[src/rtl/hash_pkg.sv]
// Shared types for the multi-lane leading-zero digest selector.
package hash_pkg;

    localparam int DIGEST_BITS = 128;
    localparam int NONCE_BITS  = 32;

    typedef logic [DIGEST_BITS-1:0] digest_t;
    typedef logic [NONCE_BITS-1:0]  nonce_t;

    typedef enum logic [1:0] {
        SEARCH,
        DRAIN,
        DONE
    } state_t;

    // Mask with the top 4*n bits set; a digest meets threshold n when (digest & mask) == 0.
    function automatic digest_t zero_mask(input int unsigned n);
        zero_mask = ~(digest_t'('1) >> (4 * n));
    endfunction

endpackage

[src/rtl/lane_min_select.sv]
// Combinational binary compare tree: finds the hit lane with the smallest nonce,
// breaking ties towards the lowest lane index.
module lane_min_select #(
    parameter int NUM_LANES   = 4,
    parameter int NONCE_WIDTH = 32,
    parameter int IDX_WIDTH   = (NUM_LANES > 1) ? $clog2(NUM_LANES) : 1
) (
    input  logic [NUM_LANES-1:0]             hit,
    input  logic [NUM_LANES*NONCE_WIDTH-1:0] nonce,
    output logic                             valid,
    output logic [NONCE_WIDTH-1:0]           min_nonce,
    output logic [IDX_WIDTH-1:0]             index
);

    localparam int PAD   = 1 << $clog2(NUM_LANES);
    localparam int NODES = 2 * PAD - 1;

    logic                   node_valid [NODES];
    logic [NONCE_WIDTH-1:0] node_nonce [NODES];
    logic [IDX_WIDTH-1:0]   node_idx   [NODES];

    // Heap layout: leaves PAD-1.. hold lanes in ascending order, so a left child always
    // carries the lower lane index and wins a tie.
    always_comb begin
        for (int k = 0; k < NODES; k++) begin
            node_valid[k] = 1'b0;
            node_nonce[k] = '0;
            node_idx[k]   = '0;
        end
        for (int i = 0; i < NUM_LANES; i++) begin
            node_valid[PAD-1+i] = hit[i];
            node_nonce[PAD-1+i] = nonce[i*NONCE_WIDTH +: NONCE_WIDTH];
            node_idx[PAD-1+i]   = IDX_WIDTH'(i);
        end
        for (int k = PAD - 2; k >= 0; k--) begin
            if (node_valid[2*k+2] &&
                (!node_valid[2*k+1] || (node_nonce[2*k+2] < node_nonce[2*k+1]))) begin
                node_valid[k] = 1'b1;
                node_nonce[k] = node_nonce[2*k+2];
                node_idx[k]   = node_idx[2*k+2];
            end else begin
                node_valid[k] = node_valid[2*k+1];
                node_nonce[k] = node_nonce[2*k+1];
                node_idx[k]   = node_idx[2*k+1];
            end
        end
    end

    assign valid     = node_valid[0];
    assign min_nonce = node_nonce[0];
    assign index     = node_idx[0];

endmodule

[src/rtl/hash_match_selector.sv]
// Multi-lane leading-zero digest filter: keeps the lowest matching nonce, stops the
// cores on the first match and keeps collecting for a drain window before finalising.
module hash_match_selector
    import hash_pkg::*;
#(
    parameter int NUM_LANES    = 4,
    parameter int DIGEST_WIDTH = 128,
    parameter int NONCE_WIDTH  = 32,
    parameter int MAX_NIBBLES  = 8,
    parameter int DRAIN_CYCLES = 16,
    parameter int COUNT_WIDTH  = 16
) (
    input  logic                              clk,
    input  logic                              reset,
    input  logic [$clog2(MAX_NIBBLES+1)-1:0]  leading_zeroes,
    input  logic [NUM_LANES-1:0]              digest_valid,
    input  logic [NUM_LANES*DIGEST_WIDTH-1:0] digest_data,
    input  logic [NUM_LANES*NONCE_WIDTH-1:0]  digest_nonce,
    output logic                              search_stop,
    output logic                              match_valid,
    output logic [NONCE_WIDTH-1:0]            match_nonce,
    output logic [DIGEST_WIDTH-1:0]           match_data,
    output logic [COUNT_WIDTH-1:0]            match_count
);

    localparam int LZ_W       = $clog2(MAX_NIBBLES + 1);
    localparam int IDX_W      = (NUM_LANES > 1) ? $clog2(NUM_LANES) : 1;
    localparam int POP_W      = $clog2(NUM_LANES + 1);
    localparam int DRAIN_W    = (DRAIN_CYCLES > 1) ? $clog2(DRAIN_CYCLES) : 1;
    localparam int DRAIN_LOAD = (DRAIN_CYCLES > 0) ? DRAIN_CYCLES - 1 : 0;

    logic [LZ_W-1:0]                   thr;
    logic [DIGEST_WIDTH-1:0]           mask;
    logic [NUM_LANES-1:0]              lane_hit;

    logic [NUM_LANES-1:0]              s1_hit;
    logic [NUM_LANES*NONCE_WIDTH-1:0]  s1_nonce;
    logic [NUM_LANES*DIGEST_WIDTH-1:0] s1_data;

    logic                              sel_valid;
    logic [NONCE_WIDTH-1:0]            sel_nonce;
    logic [IDX_W-1:0]                  sel_index;
    logic [POP_W-1:0]                  s1_pop;

    logic                              s2_valid;
    logic [NONCE_WIDTH-1:0]            s2_nonce;
    logic [DIGEST_WIDTH-1:0]           s2_data;
    logic [POP_W-1:0]                  s2_pop;

    logic                              best_valid;
    logic [NONCE_WIDTH-1:0]            best_nonce;
    logic [DIGEST_WIDTH-1:0]           best_data;
    logic [COUNT_WIDTH:0]              count_sum;

    state_t                            state;
    state_t                            next_state;
    logic [DRAIN_W-1:0]                drain_cnt;
    logic [DRAIN_W-1:0]                drain_next;
    logic                              collecting;

    // Thresholds above MAX_NIBBLES are clipped silently.
    assign thr  = (leading_zeroes > LZ_W'(MAX_NIBBLES)) ? LZ_W'(MAX_NIBBLES) : leading_zeroes;
    assign mask = ~({DIGEST_WIDTH{1'b1}} >> (4 * thr));

    always_comb begin
        for (int i = 0; i < NUM_LANES; i++) begin
            lane_hit[i] = digest_valid[i] &&
                          ((digest_data[i*DIGEST_WIDTH +: DIGEST_WIDTH] & mask) == '0);
        end
    end

    always_ff @(posedge clk) begin
        if (reset) begin
            s1_hit   <= '0;
            s1_nonce <= '0;
            s1_data  <= '0;
        end else begin
            s1_hit   <= lane_hit;
            s1_nonce <= digest_nonce;
            s1_data  <= digest_data;
        end
    end

    lane_min_select #(
        .NUM_LANES  (NUM_LANES),
        .NONCE_WIDTH(NONCE_WIDTH),
        .IDX_WIDTH  (IDX_W)
    ) u_min_select (
        .hit      (s1_hit),
        .nonce    (s1_nonce),
        .valid    (sel_valid),
        .min_nonce(sel_nonce),
        .index    (sel_index)
    );

    assign s1_pop = POP_W'($countones(s1_hit));

    always_ff @(posedge clk) begin
        if (reset) begin
            s2_valid <= 1'b0;
            s2_nonce <= '0;
            s2_data  <= '0;
            s2_pop   <= '0;
        end else begin
            s2_valid <= sel_valid;
            s2_nonce <= sel_nonce;
            s2_data  <= s1_data[sel_index*DIGEST_WIDTH +: DIGEST_WIDTH];
            s2_pop   <= s1_pop;
        end
    end

    assign collecting = (state != DONE);

    always_comb begin
        next_state = state;
        drain_next = drain_cnt;
        case (state)
            SEARCH: begin
                if (s2_valid) begin
                    if (DRAIN_CYCLES == 0) begin
                        next_state = DONE;
                    end else begin
                        next_state = DRAIN;
                        drain_next = DRAIN_W'(DRAIN_LOAD);
                    end
                end
            end
            DRAIN: begin
                if (drain_cnt == '0) begin
                    next_state = DONE;
                end else begin
                    drain_next = drain_cnt - 1'b1;
                end
            end
            DONE:    next_state = DONE;
            default: next_state = SEARCH;
        endcase
    end

    always_ff @(posedge clk) begin
        if (reset) begin
            state       <= SEARCH;
            drain_cnt   <= '0;
            search_stop <= 1'b0;
            match_valid <= 1'b0;
        end else begin
            state       <= next_state;
            drain_cnt   <= drain_next;
            search_stop <= (next_state != SEARCH);
            match_valid <= (next_state == DONE);
        end
    end

    // An equal nonce keeps the incumbent, so the earlier arrival wins ties.
    always_ff @(posedge clk) begin
        if (reset) begin
            best_valid <= 1'b0;
            best_nonce <= '0;
            best_data  <= '0;
        end else if (collecting && s2_valid && (!best_valid || (s2_nonce < best_nonce))) begin
            best_valid <= 1'b1;
            best_nonce <= s2_nonce;
            best_data  <= s2_data;
        end
    end

    assign count_sum = {1'b0, match_count} + (COUNT_WIDTH+1)'(s2_pop);

    always_ff @(posedge clk) begin
        if (reset) begin
            match_count <= '0;
        end else if (collecting) begin
            match_count <= count_sum[COUNT_WIDTH] ? '1 : count_sum[COUNT_WIDTH-1:0];
        end
    end

    assign match_nonce = best_nonce;
    assign match_data  = best_data;

endmodule

[config.mk]
export PLATFORM = sky130hd
export DESIGN_NAME = hash_match_selector
export DESIGN_NICKNAME = d
export VERILOG_FILES = /design/src/rtl/hash_pkg.sv /design/src/rtl/lane_min_select.sv /design/src/rtl/hash_match_selector.sv
export SDC_FILE = /design/constraint.sdc
export NUM_CORES = 2
export LEC_CHECK = 0
export ABC_AREA = 1
export CAP_MARGIN = 20
export CORE_AREA = 2 2 326 328
export DETAILED_ROUTE_END_ITERATION = 10
export DIE_AREA = 0 0 328 330
export MAX_ROUTING_LAYER = met4
export PLACE_DENSITY = 0.71
export REMOVE_ABC_BUFFERS = 1
export SETUP_SLACK_MARGIN = 0.4
export SYNTH_ARGS = -nofsm -noshare
export SYNTH_HDL_FRONTEND = slang
export SYNTH_SLANG_ARGS = --single-unit
[constraint.sdc]
create_clock -name clk -period 4.83 [get_ports clk]
set_clock_uncertainty 0.2 [all_clocks]
set_input_delay 0.966 -clock clk [delete_from_list [all_inputs] [get_ports clk]]
set_output_delay 0.966 -clock clk [all_outputs]
set_load 0.05 [all_outputs]
==> flow_summary.html <==
<table>
<tr><th>Metric</th><th>Value</th></tr>
<tr><th colspan="2">CTS</th></tr>
<tr><td>Library cell used as clock root buffer</td><td>sky130_fd_sc_hd__clkbuf_16</td></tr>
<tr><td>Clock Tree Buf Depth</td><td>3</td></tr>
<tr><td>Number of hold buffers added after CTS</td><td>0</td></tr>
<tr><td>Clock buffer count from CTS</td><td>~100</td></tr>
<tr><td>Clock-pin slew reported for the worst setup and hold paths after clock tree synthesis</td><td>approximately 0.060 ns</td></tr>
<tr><td>Clock latency reported for the late side of the worst-skew pair</td><td>around 0.69 ns</td></tr>
<tr><td>H-tree Lvls</td><td>3</td></tr>
<tr><td>TritonCTS sink count</td><td>993</td></tr>
<tr><td>CTS tree</td><td>yes</td></tr>
<tr><th colspan="2">Global routing</th></tr>
<tr><td>Met2 Use GR</td><td>approximately two fifths</td></tr>
<tr><td>Number of global-route vias before repair</td><td>34269</td></tr>
<tr><td>Global-route total usage across every layer</td><td>approximately 25%</td></tr>
<tr><td>GRT Residual Overflow</td><td>0</td></tr>
<tr><td>Met1 Use GR</td><td>just under 30%</td></tr>
<tr><td>Met3 track demand over resource</td><td>between 3 and 4%</td></tr>
<tr><td>Maximum number of pins on one net before global-route repair</td><td>between 200 and 250</td></tr>
<tr><td>Global-route wire length before repair</td><td>between 150000 and 200000 um</td></tr>
<tr><td>Number of antenna violations at the first check in global routing</td><td>29</td></tr>
<tr><td>Most used routing layer</td><td>met2</td></tr>
<tr><th colspan="2">Detailed routing</th></tr>
<tr><td>Via count normalized by instance count</td><td>about 4.8</td></tr>
<tr><td>Number of violations reported at the end of detailed-routing iteration 0</td><td>between 2000 and 3000</td></tr>
<tr><td># DRC</td><td>0</td></tr>
<tr><td>Via Count</td><td>around 36000</td></tr>
<tr><td>WL/cell</td><td>around 19 um</td></tr>
<tr><td>Detailed-routing iteration count for the pre-antenna-repair pass</td><td>5</td></tr>
<tr><td>Total wirelength of the detailed-routed design</td><td>around 140000 um</td></tr>
<tr><td>DRT antenna net count</td><td>0</td></tr>
<tr><th colspan="2">Setup path</th></tr>
<tr><td>Data arrival time of the worst path</td><td>between 4 and 5 ns</td></tr>
<tr><td>Worst path required time</td><td>between 5 and 6 ns</td></tr>
<tr><td>Most used cell, CP</td><td>sky130_fd_sc_hd__nand2_2</td></tr>
<tr><td>Slowest cell delay on critical path</td><td>0.46 ns</td></tr>
<tr><td>Element type at the critical path end</td><td>register</td></tr>
<tr><td>Type of origin of the critical path</td><td>register</td></tr>
<tr><td>Critical path fanouts, max</td><td>13</td></tr>
<tr><td>Setup Crit Path Kind</td><td>register to register</td></tr>
<tr><td>Library cell contributing the largest single delay on the critical path</td><td>sky130_fd_sc_hd__dfxtp_1</td></tr>
<tr><th colspan="2">Finish</th></tr>
<tr><td>Register area</td><td>19900 um^2</td></tr>
<tr><td>Area of the multi-input gates</td><td>approximately 15000 um^2</td></tr>
<tr><td>Highest-count cells in the layout ignoring fill and taps</td><td>sky130_fd_sc_hd__inv_1 (1051), sky130_fd_sc_hd__dfxtp_1 (972), sky130_fd_sc_hd__nor2_1 (948)</td></tr>
<tr><td>Most common library cell in the layout ignoring fill and taps</td><td>sky130_fd_sc_hd__inv_1</td></tr>
<tr><td>Net total in the final layout</td><td>around 7000</td></tr>
<tr><td>Filler-free cell count of the finished design</td><td>7667</td></tr>
<tr><td>Share of cells above drive strength 1</td><td>9.73%</td></tr>
<tr><td>Final cell utilization of the core</td><td>around 53%</td></tr>
<tr><td>Number of inserted filler cells in the final layout</td><td>between 9000 and 10000</td></tr>
<tr><td>Area Growth Syn to Fin</td><td>43.2%</td></tr>
<tr><td>Design Area, Final</td><td>55600 um^2</td></tr>
<tr><th colspan="2">Synth</th></tr>
<tr><td>Cells after synthesis</td><td>5322</td></tr>
<tr><td>Dominant combinational cell family by area after synthesis</td><td>simple AND/OR/NAND/NOR gates</td></tr>
<tr><td>Portion of the post-synthesis area used by sequential elements</td><td>between 50% and 60%</td></tr>
<tr><td>Adder and majority cell fraction of the synthesized area</td><td>under 10%</td></tr>
<tr><td>Simple logic cell fraction of the synthesized area</td><td>a little under a quarter</td></tr>
<tr><td>Number of unique standard cell types used by synthesis</td><td>36</td></tr>
<tr><td>Post-synthesis share of cell area spent on xor and xnor gates</td><td>0.113%</td></tr>
<tr><td>Mux contribution to synthesized area</td><td>0%</td></tr>
<tr><td>Area fraction in compound gates after synthesis</td><td>between 8 and 9%</td></tr>
<tr><td>Combined area of all synthesized cells</td><td>roughly 39000 um^2</td></tr>
<tr><td>Number of synthesized register bits</td><td>between 900 and 1000</td></tr>
<tr><td>Number of warnings reported in the yosys synthesis log</td><td>0</td></tr>
<tr><td>Post-synthesis area per instance</td><td>about 7.3 um^2</td></tr>
<tr><th colspan="2">Run</th></tr>
<tr><td>Number of max-capacitance violations reported</td><td>0</td></tr>
<tr><th colspan="2">Power</th></tr>
<tr><td>Worst ir drop on vdd</td><td>roughly 0.00033 V</td></tr>
<tr><td>Leakage power</td><td>between 20 and 30 nW</td></tr>
<tr><td>Total design power</td><td>18.5 mW</td></tr>
<tr><td>Power per cell area</td><td>333 nW/um^2</td></tr>
<tr><th colspan="2">Timing</th></tr>
<tr><td>Slew at the pin closest to its max-slew limit</td><td>1.13 ns</td></tr>
<tr><td>Worst Hold Slack</td><td>approximately 0.27 ns</td></tr>
<tr><td>Max Transition Viols Final</td><td>0</td></tr>
<tr><td>Achievable frequency</td><td>approximately 220 MHz</td></tr>
<tr><td>Final WS setup</td><td>0.224 ns</td></tr>
<tr><td>Setup TNS after final layout</td><td>0 ns</td></tr>
<tr><td>Min cycle time layout</td><td>approximately 4.6 ns</td></tr>
<tr><td>Final Cycle Share</td><td>between 90% and 100%</td></tr>
<tr><td>Setup repair after global routing missed its margin</td><td>yes</td></tr>
<tr><td>Count of final hold-check violations</td><td>0</td></tr>
<tr><td>Slew headroom</td><td>around a quarter</td></tr>
<tr><td>Final setup violation count</td><td>0</td></tr>
<tr><th colspan="2">Floorplanning</th></tr>
<tr><td>Die extent in x</td><td>between 300 and 400 um</td></tr>
<tr><td>Initial core utilization</td><td>37.1%</td></tr>
<tr><td># rows</td><td>~120</td></tr>
<tr><td>Core box area</td><td>105000 um^2</td></tr>
<tr><td>Die outline area</td><td>~110000 um^2</td></tr>
<tr><td>Number of primary I/O pins</td><td>about 830</td></tr>
<tr><td>Chip height</td><td>around 330 um</td></tr>
<tr><th colspan="2">Placement</th></tr>
<tr><td>Placement-stage cell area</td><td>between 40000 and 50000 um^2</td></tr>
<tr><td>Post-placement worst setup slack</td><td>-0.0492 ns</td></tr>
<tr><td>Cells after DPL</td><td>roughly 7400</td></tr>
<tr><td>Count of input and output buffers</td><td>between 800 and 900</td></tr>
<tr><td>Detailed placement HPWL</td><td>95100 um</td></tr>
<tr><td>RePlAce Congestion</td><td>0.990</td></tr>
<tr><th colspan="2">Outcome</th></tr>
<tr><td>Status</td><td>finished clean</td></tr>
<tr><th colspan="2">Hold path</th></tr>
<tr><td>Class of the worst hold path</td><td>register to register</td></tr>
</table>
==> synthesized netlist by cell type <==
master	n	area share, %
sky130_fd_sc_hd__inv_1	1072	10
sky130_fd_sc_hd__dfxtp_1	993	51
sky130_fd_sc_hd__nand2_1	969	9.4
sky130_fd_sc_hd__nor2_1	954	9.2
sky130_fd_sc_hd__o21ai_0	280	3.6
sky130_fd_sc_hd__nand3_1	273	3.5
sky130_fd_sc_hd__a21oi_1	263	3.4
sky130_fd_sc_hd__clkbuf_1	175	1.7
sky130_fd_sc_hd__ha_1	131	4.2
sky130_fd_sc_hd__buf_2	82	1.1
sky130_fd_sc_hd__nand4_1	18	0.29
sky130_fd_sc_hd__o41ai_1	18	0.41
sky130_fd_sc_hd__nor3_1	12	0.15
sky130_fd_sc_hd__nor4_1	10	0.16
sky130_fd_sc_hd__buf_1	9	0.087
sky130_fd_sc_hd__buf_4	8	0.15
sky130_fd_sc_hd__a31oi_1	6	0.097
sky130_fd_sc_hd__a41oi_1	6	0.14
sky130_fd_sc_hd__a211oi_1	5	0.097
sky130_fd_sc_hd__xor2_1	5	0.11
sky130_fd_sc_hd__o211ai_1	4	0.077
sky130_fd_sc_hd__o21a_1	4	0.077
sky130_fd_sc_hd__or2_2	4	0.064
sky130_fd_sc_hd__inv_2	3	0.029
sky130_fd_sc_hd__nand2_2	3	0.048
sky130_fd_sc_hd__buf_6	2	0.058
sky130_fd_sc_hd__fa_1	2	0.10
sky130_fd_sc_hd__o21ai_1	2	0.026
sky130_fd_sc_hd__o221ai_1	2	0.045
sky130_fd_sc_hd__a2111oi_0	1	0.023
sky130_fd_sc_hd__a221oi_1	1	0.023
sky130_fd_sc_hd__clkinv_1	1	0.0097
sky130_fd_sc_hd__nand3b_1	1	0.019
sky130_fd_sc_hd__o21bai_1	1	0.019
sky130_fd_sc_hd__o311ai_0	1	0.023
sky130_fd_sc_hd__o31ai_1	1	0.019
==> state kept, by name, indices dropped and copies added (netlist names) <==
name	count
s2_pop	3
state	2
s2_data	128
drain_cnt	4
match_count	16
s1_data	512
match_valid	1
s2_valid	1
s1_nonce	128
best_valid	1
match_nonce	32
s1_hit	4
match_data	128
s2_nonce	32
search_stop	1
==> path summary, 6_finish.rpt <==
path | from | to | slack (ns) | cells after the start
worst max-delay path | s1_nonce[51] | s2_data[26] | 0.22 | 31
worst min-delay path | best_valid | best_valid | 0.27 | 2
worst max register to register | s1_nonce[51] | s2_data[26] | 0.22 | 31
worst min register to register | best_valid | best_valid | 0.27 | 2
==> per-layer routing <==
layer	part of all wire (%)	routed length, um	vias up
li1	-	-	17681
met1	40	56800	16958
met2	49	69400	1480
met3	6.1	8660	341
met4	5.0	7040	0
met5	0	0	-
==> where the power goes <==
group	leakage, nW	switching (mW)	internal (mW)
Sequential	8.21	0.121	8.53
Clock	1.70	3.35	4.84
Combinational	16.8	0.830	0.858
==> kinds of logic after synthesis <==
| family | Yosys count |
|---|---|
| fa+ha+maj | 133 |
| xor+xnor | 5 |
| flops | 993 |
| compound gates | 595 |
| buf+inv | 1352 |
| simple gates | 2244 |
==> worst max-delay path: cells and delay by family (launching register included) <==
kind	cells	cell delay (ns)
AO/OA/AOI/OAI	6	0.91
adder cells (fa/ha/maj)	2	0.53
buffers and inverters	6	0.93
flip-flops	1	0.46
AND/OR/NAND/NOR	17	1.43
==> timing repair <==
action,4_1_cts,5_1_grt
pin swaps,29,95
gates cloned,12,33
buffers inserted,25,22
resized for setup,110,300
endpoints found under the setup margin,160,160
==> area by class of cell <==
type	count	area share (%)
timing repair buffer	1018	20.2
sequential	993	35.8
tap	1391	3.13
clock inverter	38	1.04
inverter	1076	7.33
multi-input combinational	2978	27.1
timing repair inverter	2	0.0428
antenna	25	0.113
clock buffer	146	5.23
Note: power is estimated with default switching activity, not from simulation.
